[src/rtl/param_alu_acc.sv]
// Registered 8-operation ALU with accumulator feedback, a multi-cycle shift-add
// multiplier and a 7-segment status/glyph output.
module param_alu_acc #(
  parameter int NBITS = 8,
  parameter int CNTW  = $clog2(NBITS) + 1
) (
  input  logic             clk_2,
  input  logic             rst_n,
  input  logic             start,
  input  logic [2:0]       op,
  input  logic             acc_sel,
  input  logic [NBITS-1:0] a,
  input  logic [NBITS-1:0] b,
  output logic             busy,
  output logic             done,
  output logic [NBITS-1:0] result,
  output logic             ovf,
  output logic             unf,
  output logic             zero,
  output logic [7:0]       seg
);

  typedef enum logic {IDLE, MUL} state_t;

  localparam logic [2:0] OP_ADD = 3'b000;
  localparam logic [2:0] OP_SUB = 3'b001;
  localparam logic [2:0] OP_AND = 3'b010;
  localparam logic [2:0] OP_OR  = 3'b011;
  localparam logic [2:0] OP_XOR = 3'b100;
  localparam logic [2:0] OP_SHL = 3'b101;
  localparam logic [2:0] OP_SHR = 3'b110;
  localparam logic [2:0] OP_MUL = 3'b111;

  state_t             state_reg;
  logic [NBITS-1:0]   result_reg;
  logic               ovf_reg;
  logic               unf_reg;
  logic               done_reg;
  logic               busy_reg;
  logic [CNTW-1:0]    cnt_reg;
  logic [2*NBITS-1:0] mcand_reg;
  logic [2*NBITS-1:0] prod_reg;
  logic [NBITS-1:0]   mplier_reg;

  logic [NBITS-1:0]   opa;
  logic [NBITS:0]     sum;
  logic [NBITS-1:0]   alu_res;
  logic               alu_ovf;
  logic               alu_unf;
  logic [2*NBITS-1:0] prod_next;

  // Accumulator mode feeds the registered result back as operand A.
  assign opa = acc_sel ? result_reg : a;
  assign sum = {1'b0, opa} + {1'b0, b};

  always_comb begin
    alu_res = '0;
    alu_ovf = 1'b0;
    alu_unf = 1'b0;
    case (op)
      OP_ADD: begin
        alu_res = sum[NBITS-1:0];
        alu_ovf = sum[NBITS];
      end
      OP_SUB: begin
        alu_res = opa - b;
        alu_unf = (opa < b);
      end
      OP_AND: alu_res = opa & b;
      OP_OR:  alu_res = opa | b;
      OP_XOR: alu_res = opa ^ b;
      OP_SHL: begin
        alu_res = {opa[NBITS-2:0], 1'b0};
        alu_ovf = opa[NBITS-1];
      end
      OP_SHR: alu_res = {1'b0, opa[NBITS-1:1]};
      default: alu_res = '0;
    endcase
  end

  assign prod_next = mplier_reg[0] ? (prod_reg + mcand_reg) : prod_reg;

  always_ff @(posedge clk_2 or negedge rst_n) begin
    if (!rst_n) begin
      state_reg  <= IDLE;
      result_reg <= '0;
      ovf_reg    <= 1'b0;
      unf_reg    <= 1'b0;
      done_reg   <= 1'b0;
      busy_reg   <= 1'b0;
      cnt_reg    <= '0;
      mcand_reg  <= '0;
      prod_reg   <= '0;
      mplier_reg <= '0;
    end else begin
      done_reg <= 1'b0;
      case (state_reg)
        IDLE: begin
          if (start) begin
            if (op == OP_MUL) begin
              mcand_reg  <= {{NBITS{1'b0}}, opa};
              mplier_reg <= b;
              prod_reg   <= '0;
              cnt_reg    <= CNTW'(NBITS);
              busy_reg   <= 1'b1;
              state_reg  <= MUL;
            end else begin
              result_reg <= alu_res;
              ovf_reg    <= alu_ovf;
              unf_reg    <= alu_unf;
              done_reg   <= 1'b1;
            end
          end
        end
        MUL: begin
          prod_reg   <= prod_next;
          mcand_reg  <= mcand_reg << 1;
          mplier_reg <= mplier_reg >> 1;
          cnt_reg    <= cnt_reg - 1'b1;
          // Last iteration: commit the product including this cycle's add.
          if (cnt_reg == CNTW'(1)) begin
            result_reg <= prod_next[NBITS-1:0];
            ovf_reg    <= |prod_next[2*NBITS-1:NBITS];
            unf_reg    <= 1'b0;
            done_reg   <= 1'b1;
            busy_reg   <= 1'b0;
            state_reg  <= IDLE;
          end
        end
        default: state_reg <= IDLE;
      endcase
    end
  end

  assign result = result_reg;
  assign ovf    = ovf_reg;
  assign unf    = unf_reg;
  assign done   = done_reg;
  assign busy   = busy_reg;
  assign zero   = (result_reg == '0);

  always_comb begin
    seg = 8'h3F;
    if (ovf_reg) begin
      seg = 8'hBF;
    end else if (unf_reg) begin
      seg = 8'hBE;
    end else begin
      case (result_reg[3:0])
        4'h0: seg = 8'h3F;
        4'h1: seg = 8'h06;
        4'h2: seg = 8'h5B;
        4'h3: seg = 8'h4F;
        4'h4: seg = 8'h66;
        4'h5: seg = 8'h6D;
        4'h6: seg = 8'h7D;
        4'h7: seg = 8'h07;
        4'h8: seg = 8'h7F;
        4'h9: seg = 8'h6F;
        4'hA: seg = 8'h77;
        4'hB: seg = 8'h7C;
        4'hC: seg = 8'h39;
        4'hD: seg = 8'h5E;
        4'hE: seg = 8'h79;
        default: seg = 8'h71;
      endcase
    end
  end

endmodule

[config.mk]
export PLATFORM = sky130hd
export DESIGN_NAME = param_alu_acc
export DESIGN_NICKNAME = d
export VERILOG_FILES = /design/src/rtl/param_alu_acc.sv
export SDC_FILE = /design/constraint.sdc
export NUM_CORES = 1
export LEC_CHECK = 0
export ABC_AREA = 1
export BUFFER_PORTS_ARGS = -buffer_cell sky130_fd_sc_hd__buf_2
export CAP_MARGIN = 20
export CORE_MARGIN = 2
export CORE_UTILIZATION = 55
export CTS_CLUSTER_SIZE = 16
export DETAILED_ROUTE_END_ITERATION = 7
export GPL_TIMING_DRIVEN = 1
export PLACE_DENSITY = 0.88
export SETUP_SLACK_MARGIN = 0.05
export SLEW_MARGIN = 20
export SYNTH_ARGS = -nofsm -noshare
export SYNTH_HDL_FRONTEND = slang
export SYNTH_SLANG_ARGS = --single-unit
export TNS_END_PERCENT = 30
[constraint.sdc]
create_clock -name clk_2 -period 2.2 [get_ports clk_2]
set_input_delay 0.44 -clock clk_2 [delete_from_list [all_inputs] [get_ports clk_2]]
set_output_delay 0.44 -clock clk_2 [all_outputs]
set_load 0.01 [all_outputs]
After elaboration in Yosys (flattened, before gate mapping). Memories as Yosys holds them, arrays and structs flattened. Cells that the tools add are included.

Bits in registers: 57. Bits in read-only memories: 112. Output and inout bits: 21. Memories: 1.

Add/subtract/negate cells: 4. $lt $le $gt $ge: 1. Eq/ne operators: 12. Multiplexer cells: 42. Bitwise logic cells: 4. Reduce and logical (&&, ||, !) cells: 6.

Memory list: (no name shown) (words 16, bits a word 7, read ports 1, clocked after Yosys merged registers in 0, write ports 0, line 149) `case (result_reg[3:0])`.

Operators by type and width (count): 16-bit 2-to-1 mux (5); 8-bit 2-to-1 mux (8); 16-bit case mux with 2 select lines (2); 8-bit case mux with 7 select lines (1); 8-bit case mux with 2 select lines (2); 16-bit adder (1); 1-bit 2-to-1 mux (15); 3-bit equality test (second input constant) (4); 1-bit case mux with 2 select lines (6); 8-bit by 8-bit adder with 9-bit output (1); 8-bit bitwise AND (1); 8-bit logical NOT (1); 8-bit < comparator (1); 4-bit 2-to-1 mux (2); 8-bit OR (1); 4-bit case mux with 2 select lines (1); 8-bit OR reduction (1); 8-bit subtractor (1); 8-bit XOR (1); 3-bit by 2-bit equality test with 1-bit output (second input constant) (2); 2-bit != test (second input constant) (3); 3-bit AND reduction (2); 4-bit by 1-bit equality test with 1-bit output (second input constant) (1); 4-bit by 1-bit subtractor with 4-bit output (second input constant) (1); other kinds (5) (5).

Longest topological paths before layout. Gate-level depths: netlist of the first run.

Word-level depth: 6. Gate-level depth with buffers: 20.

Worst setup path after synthesis of the first run. OpenSTA, ideal clock, no wires.

Kind: in2reg. From: in acc_sel. To: reg result_reg[4] (netlist: result[4]). Setup time: 82 ps. Data arrival time: 2372 ps. Slack: -254 ps. Stages on the path: 14. Path through: buf_4 o21ai_0 inv_1 ha_1 fa_1 nand2_1 inv_1 o21ai_0 nand2_1 a21oi_1 o21ai_0 nand3_1 nand2_1 a31oi_1.

Word-level cells in the longest chain between the ends: 6. Elaborated cells between the ends (all ways): 10.

Ends and longest elaborated chain: from (decl) (line 11) `input logic acc_sel,`; 8-bit 2-to-1 mux * (line 53) `assign opa = acc_sel ? result_reg : a;`; 8-bit subtractor, or another cell as far along (line 66) `alu_res = opa - b;`; 8-bit case mux with 7 select lines * (line 60) `case (op)`; 8-bit 2-to-1 mux * (line 100) `if (op == OP_MUL) begin`; 8-bit 2-to-1 mux * (line 99) `if (start) begin`; 8-bit case mux with 2 select lines * (line 97) `case (state_reg)`; to (signal assigned) (line 108) `result_reg <= alu_res;`; to (signal assigned) (line 122) `result_reg <= prod_next[NBITS-1:0];`; to (decl) (line 35) `logic [NBITS-1:0] result_reg;`.

Every way passes the cells marked *; elsewhere a longest branch is shown, timed or not. The select of a mux whose other input is x is not followed. A chain may end at the register's enable or synchronous reset.

Worst setup path in the final report of the first run.
From: reg prod_reg[0]. To: reg ovf_reg (netlist: ovf).

Word-level cells in the longest chain between the ends: 5.

Ends and longest elaborated chain: from (decl) (line 42) `logic [2*NBITS-1:0] prod_reg;`; from (signal assigned) (line 116) `prod_reg <= prod_next;`; 16-bit adder (line 81) `assign prod_next = mplier_reg[0] ? (prod_reg + mcand_reg) : prod_reg;`; 16-bit 2-to-1 mux (line 81); 8-bit OR reduction (line 123) `ovf_reg <= |prod_next[2*NBITS-1:NBITS];`; 1-bit 2-to-1 mux (line 121) `if (cnt_reg == CNTW'(1)) begin`; 1-bit case mux with 2 select lines (line 97); to (signal assigned) (line 109) `ovf_reg <= alu_ovf;`; to (signal assigned) (line 123); to (decl) (line 36) `logic ovf_reg;`.

No other way between the ends. The select of a mux whose other input is x is not followed.

==> metrics.txt, run 1 <==
GRT busiest layer met2; gr usage total 31.8%; cell total after placement between 900 and 1k; Syn. warnings 0; die width 99.0 µm; area grow syn2layout 30.0%; Worst Tran Pin Value roughly 0.59 ns; Final Hold Slack just under 0.08 ns; Synth Flop Type dfrtp_1; part of the power in combinational logic 66.5%; Cell Pwr Density 1300 nW/µm²; status complete, but fails checks; multi-input logic area 3340 µm²; Yosys top cell area share 28.8%; startpoint types flop; leak pwr 3.34 nW; P_int ~4.2 mW; fillers 640; reg-to-reg critical path startpoint prod_reg[0]; vias around 5.6k; Routed Antenna Nets 0; Worst Path Arrival around 2.5 ns; Max Cap Viol 0; vias in the first global route 5,368; CTS root buf clkbuf_8; clk_lat worst skew roughly 0.36 ns; Clk network pwr share a little over a tenth; global-route wire length before repair ~25,000 µm; Max Clock Freq roughly 450 MHz; Final Hold Viols 0; Port Buf Inserts 43; top cell type by total area after synthesis dfrtp_1; global-route met1 utilization about 40%; critical setup path kind flop to flop; CTS tree built; core area around 8700 µm²; P_sw between 4 and 5 mW; R2R depth 13; setup violators final 1; Yosys cell types 43; peak supply drop between 0.0005 and 0.0006 V; RSZ-0062 raised after global routing yes; Placer Congestion around 0.98; mapped cell area around 5000 µm²; die area a little under 10,000 µm²; Cells after Synth 730; Worst Path Max Fanout 3; critical path required time 2.45 ns; Post-synth EDFFs 0; DR iter-0 viols between 400 and 500; failing checks negative setup slack; CTS Buf Count 9; Total Power between 8 and 9 mW; I/O pin total 44; Mapped Avg Cell Area approximately 6.8 µm²; DRT Pass-1 Iters 5; worst setup margin -0.0126 ns; FF/Latch Area 1430 µm²; Tightest Hold Check Type primary input to asynchronous set/reset pin; Rel. slew slack about three fifths; reg-to-reg setup timing slack -0.01 ns; period utilisation layout 101%; GR Layer Usage met2 a little over half; most common cell in the netlist nand2_1; Initial Util 56.9%; minimum clock period approximately 2.2 ns; register area share after synthesis between 20% and 30%; reg2reg end ovf; Residual DRC 0; Die Y ~99 µm; pin count of the biggest net entering global routing 31; layout cell share with drive strength beyond 1 28.8%; DP HPWL approximately 12,000 µm; register share of total power between 20% and 30%; element type at the critical path end flop; H-tree depth 3; DR vias/cell 5.80; Switching Fraction between 40% and 50%; net count after synthesis around 800; top cells by count, synth nand2_1 (208), inv_1 (126), dfrtp_1 (57); clock slew at reported path FFs 0.08 ns; wire per inst about 17 µm; Row Count 34; initial antenna violation count 0; Synth area leaders dfrtp_1 (29%), nand2_1 (16%), ha_1 (12%), inv_1 (9.5%), nand3_1 (5.6%); Final Non-Filler Cells roughly 970; Antenna diodes 0; CTS max path bufs 2; Final Util about 74%; clock skew 0.0171 ns; #FFs+latches synth 57; met3 Use GR ~6.2%; Post-synth ARST share 100%; dpl ws -0.287 ns; Final #Nets roughly 930; Detailed Route WL 16,100 µm; Max Slew Vio Count 0; Sink Count 57; total gr overflow 0; CTS Hold Bufs 0
[how the worst max path moves through the flow]
stage	start	to
2_1_floorplan	result[2]	result[7]
3_3_place_gp	acc_sel	result[6]
3_5_place_dp	acc_sel	result[6]
4_1_cts	result[4]	result[6]
5_1_grt	mcand_reg[0]	ovf
6_report	prod_reg[0]	ovf
[stage by stage]
step	TNS [ns]	cell area, µm²
after floorplan	0	4990
after global placement	-1.58	5840
after detailed placement	-1.81	5840
after CTS	0	6070
after global routing	-0.386	6450
final	-0.0126	6450
[cells by family after synthesis]
group,synth area share (%)
simple gates,28.8
buf+inv,11.8
compound gates,17.3
flops,28.8
fa+ha+maj,13.1
xor+xnor,0.353
[worst max-delay path: stages (launching register included)]
cell and delay (ns):
dfrtp_1 0.41, ha_4 0.18, fa_2 0.41, nand2_2 0.10
nand2_2 0.08, nand3_2 0.08, nand3b_1 0.08, nand3_1 0.11
nand2_1 0.07, nand3b_1 0.20, nor2_1 0.17, nand2_1 0.11
nand2_1 0.07, nand2_1 0.05
[cell type report]
class                   instances  area share [%]
clock inverters                 7           0.737
inverters                     130            7.59
well taps                     108            2.10
repair buffers                130            13.8
flip-flops and latches         57            22.2
clock buffers                   9            1.92
multi-input cells             524            51.7
[cell usage in the layout (no fill, tap or decap), types with 9 or more instances in the layout]
cell,netlist,final
nand2_1,208,187
inv_1,126,112
buf_4,1,85
dfrtp_1,57,55
nand3_1,56,47
buf_2,10,42
nor2_1,40,35
ha_1,47,29
o21ai_0,33,27
a21oi_1,29,23
nand2_2,1,22
o22ai_1,21,20
inv_2,3,17
nand4_1,14,14
ha_4,0,14
o211ai_1,12,12
a31oi_1,12,11
nand3_2,0,9
clkbuf_8,0,9
[layer usage]
| metal | wire [µm] | vias to the layer above |
|---|---|---|
| met5 | 0 | - |
| li1 | - | 2644 |
| met4 | 442 | 0 |
| met3 | 1220 | 49 |
| met1 | 6590 | 2638 |
| met2 | 7800 | 263 |
[power groups by stage]
stage	sequential, mW	clock, mW	combinational [mW]
floorplan	1.83	0	3.08
global placement	1.83	0	4.72
detailed placement	1.86	0	4.86
CTS	1.87	0.884	4.96
global route	1.96	0.931	6.11
finish	1.92	0.879	5.56
[what timing repair did]
item | 4_1_cts | 5_1_grt
gates resized for setup | 18 | 74
endpoints found under the hold margin | 0 | 0
buffers inserted | 0 | 8
setup endpoints to repair | 10 | 12
pin swaps | 3 | 37
Note: power is estimated with default switching activity, not from simulation.
==> inputs of run 2 (changes only) <==
--- a/config.mk
+++ b/config.mk
@@ -6,14 +6,14 @@
 export NUM_CORES = 1
 export LEC_CHECK = 0
 export ABC_AREA = 1
-export BUFFER_PORTS_ARGS = -buffer_cell sky130_fd_sc_hd__buf_2
 export CAP_MARGIN = 20
 export CORE_MARGIN = 2
 export CORE_UTILIZATION = 55
 export CTS_CLUSTER_SIZE = 16
 export DETAILED_ROUTE_END_ITERATION = 7
+export DONT_BUFFER_PORTS = 1
 export GPL_TIMING_DRIVEN = 1
-export PLACE_DENSITY = 0.88
+export PLACE_DENSITY = 0.84
 export SETUP_SLACK_MARGIN = 0.05
 export SLEW_MARGIN = 20
 export SYNTH_ARGS = -nofsm -noshare
==> metrics.txt, run 2 (same netlist as run 1, synthesis figures left out) <==
die width 99.0 µm (unchanged); worst setup margin -0.0249 ns (-0.0124 ns); RSZ-0062 raised after global routing yes; clock skew 0.0103 ns (-0.00679 ns); CTS Buf Count 9 (unchanged); critical setup path kind flop to flop; Initial Util 56.9% (unchanged); Total Power 7.82 mW (-6.4%); pin count of the biggest net entering global routing 58 (+87%); CTS root buf clkbuf_8; wire per inst 17.2 µm (+3.4%); Worst Tran Pin Value 0.703 ns (+0.112 ns); element type at the critical path end flop; peak supply drop 0.000570 V (+4.4%); Routed Antenna Nets 0 (unchanged); Placer Congestion 0.993 (+1.5%); period utilisation layout 101% (+0.56 points); global-route wire length before repair 24,100 µm (-4.1%); failing checks negative setup slack; Rel. slew slack 53.0% (-7.6 points); gr usage total 30.9% (-0.92 points); Worst Path Arrival 2.46 ns (about the same); Final Non-Filler Cells 894 (-7.4%); leak pwr 3.05 nW (-8.8%); I/O pin total 44 (unchanged); Die Y 99.0 µm (unchanged); Worst Path Max Fanout 3 (unchanged); layout cell share with drive strength beyond 1 18.8% (-10 points); die area 9800 µm² (unchanged); minimum clock period 2.22 ns (+0.0124 ns); Setup TNS Final -0.0249 ns (-0.0124 ns); most frequent cells in the layout nand2_1 (198), inv_1 (111), dfrtp_1 (56), buf_4 (56), nand3_1 (51); CP top delay family simple AND/OR/NAND/NOR gates; total gr overflow 0 (unchanged); Port Buf Inserts 0 (-100%); Tightest Hold Check Type primary input to flop; DR vias/cell 5.92 (+2.2%); critical path's slowest cell dfrtp_1; Final #Nets 854 (-7.7%); Residual DRC 0 (unchanged); Sink Count 57 (unchanged); cell total after placement 869 (-7.7%); vias 5,294 (-5.4%); Row Count 34 (unchanged); Max stage delay on crit path 0.40 ns (about the same); startpoint types flop; Detailed Route WL 15,400 µm (-4.2%); Cell Pwr Density 1320 nW/µm² (+1.6%); Antenna diodes 0 (unchanged); critical path required time 2.44 ns (about the same); clock slew at reported path FFs 0.07 ns (about the same); DRT Pass-1 Iters 5 (unchanged); Max Clock Freq 449 MHz (-0.56%); Max Slew Vio Count 0 (unchanged); clk_lat worst skew 0.35 ns (about the same); DR iter-0 viols 489 (+20%); area grow syn2layout 19.7%; core area 8720 µm² (unchanged); Final Hold Viols 0 (unchanged); worst path cell trace ha_2 > fa_2 > nand2_2 > nand2_2 > nand3_2 > nand2_2 > nand2_2 > nand2_1 > nand2_1 > nand3_2 > nand2_2 > nand2_2 > nor2_2 > nand2_1 > nand2_1 > nand2_1; CTS max path bufs 2 (unchanged); initial antenna violation count 0 (unchanged); H-tree depth 3 (unchanged); vias in the first global route 5,042 (-6.1%); Max Cap Viol 0 (unchanged); most common cell after layout, fill and taps aside nand2_1; CTS tree built; Crit path buffers/inverters 0 (unchanged); cell mode on critical path nand2_2; status complete, but fails checks; setup violators final 1 (unchanged); DP HPWL 11,500 µm (-3.5%)
==> run 2: cell count changes in the layout (fill, tap and decap cells not counted), sizes merged <==
cell         before  now
clkinvlp          2    3
inv             129  131
bufinv            0    2
clkinv            6    0
buf             129   58
dlygate4sd3       0    1
==> run 2: metal layers <==
metal	wire length, µm	share of wire [%]	global-route usage, %	vias up
li1	-	-	-	2511
met1	5820	38	36.9	2452
met2	7610	49	52.7	274
met3	1280	8.3	6.81	57
met4	673	4.4	15.0	0
met5	0	0	0	-
==> run 2: stage by stage <==
| step | cell area [µm²] | hold WS, ns | util, % | worst slack [ns] |
|---|---|---|---|---|
| 2_1_floorplan | 4990 | 0.144 | - | 0.0476 |
| 3_3_place_gp | 5400 | 0.146 | 61.9 | -0.0167 |
| 3_5_place_dp | 5400 | 0.146 | 61.9 | -0.0968 |
| 4_1_cts | 5690 | 0.319 | 65.2 | 0.0343 |
| 5_1_grt | 5940 | 0.334 | 68.1 | -0.153 |
| 6_report | 5940 | 0.320 | 68.1 | -0.0249 |
==> run 2: worst paths after layout <==
path / startpoint / end / slack, ns / depth (start not counted)
min reg2reg: mplier_reg[1] / mplier_reg[0] / 0.50 / 2
max in group asynchronous: rst_n / result[3] / 1.33 / 2
min in group asynchronous: rst_n / mcand_reg[9] / 0.61 / 2
min: b[7] / mplier_reg[7] / 0.32 / 2
max reg2reg: mcand_reg[0] / ovf / -0.02 / 16
max: mcand_reg[0] / ovf / -0.02 / 16
==> run 2: cell type report <==
cell class | instances | area [µm²]
clock buffers | 10 | 128
clock inverters | 6 | 91.3
fillers | 675 | 2780
inverters | 130 | 493
multi-input cells | 524 | 3200
flip-flops and latches | 57 | 1430
well taps | 108 | 135
repair buffers | 59 | 469
==> run 2: power by group <==
part / internal [mW] / leakage [nW] / switching, mW
Sequential: 1.50 / 0.725 / 0.372
Combinational: 1.82 / 2.22 / 3.01
Clock: 0.642 / 0.0991 / 0.480
Total: 3.95 / 3.05 / 3.86
==> run 2: timing repair <==
action,CTS,global route
hold buffers,2,0
setup endpoints to repair,3,12
resized for setup,7,58
endpoints found under the hold margin,57,0
pin swaps,2,22
buffers inserted,2,5
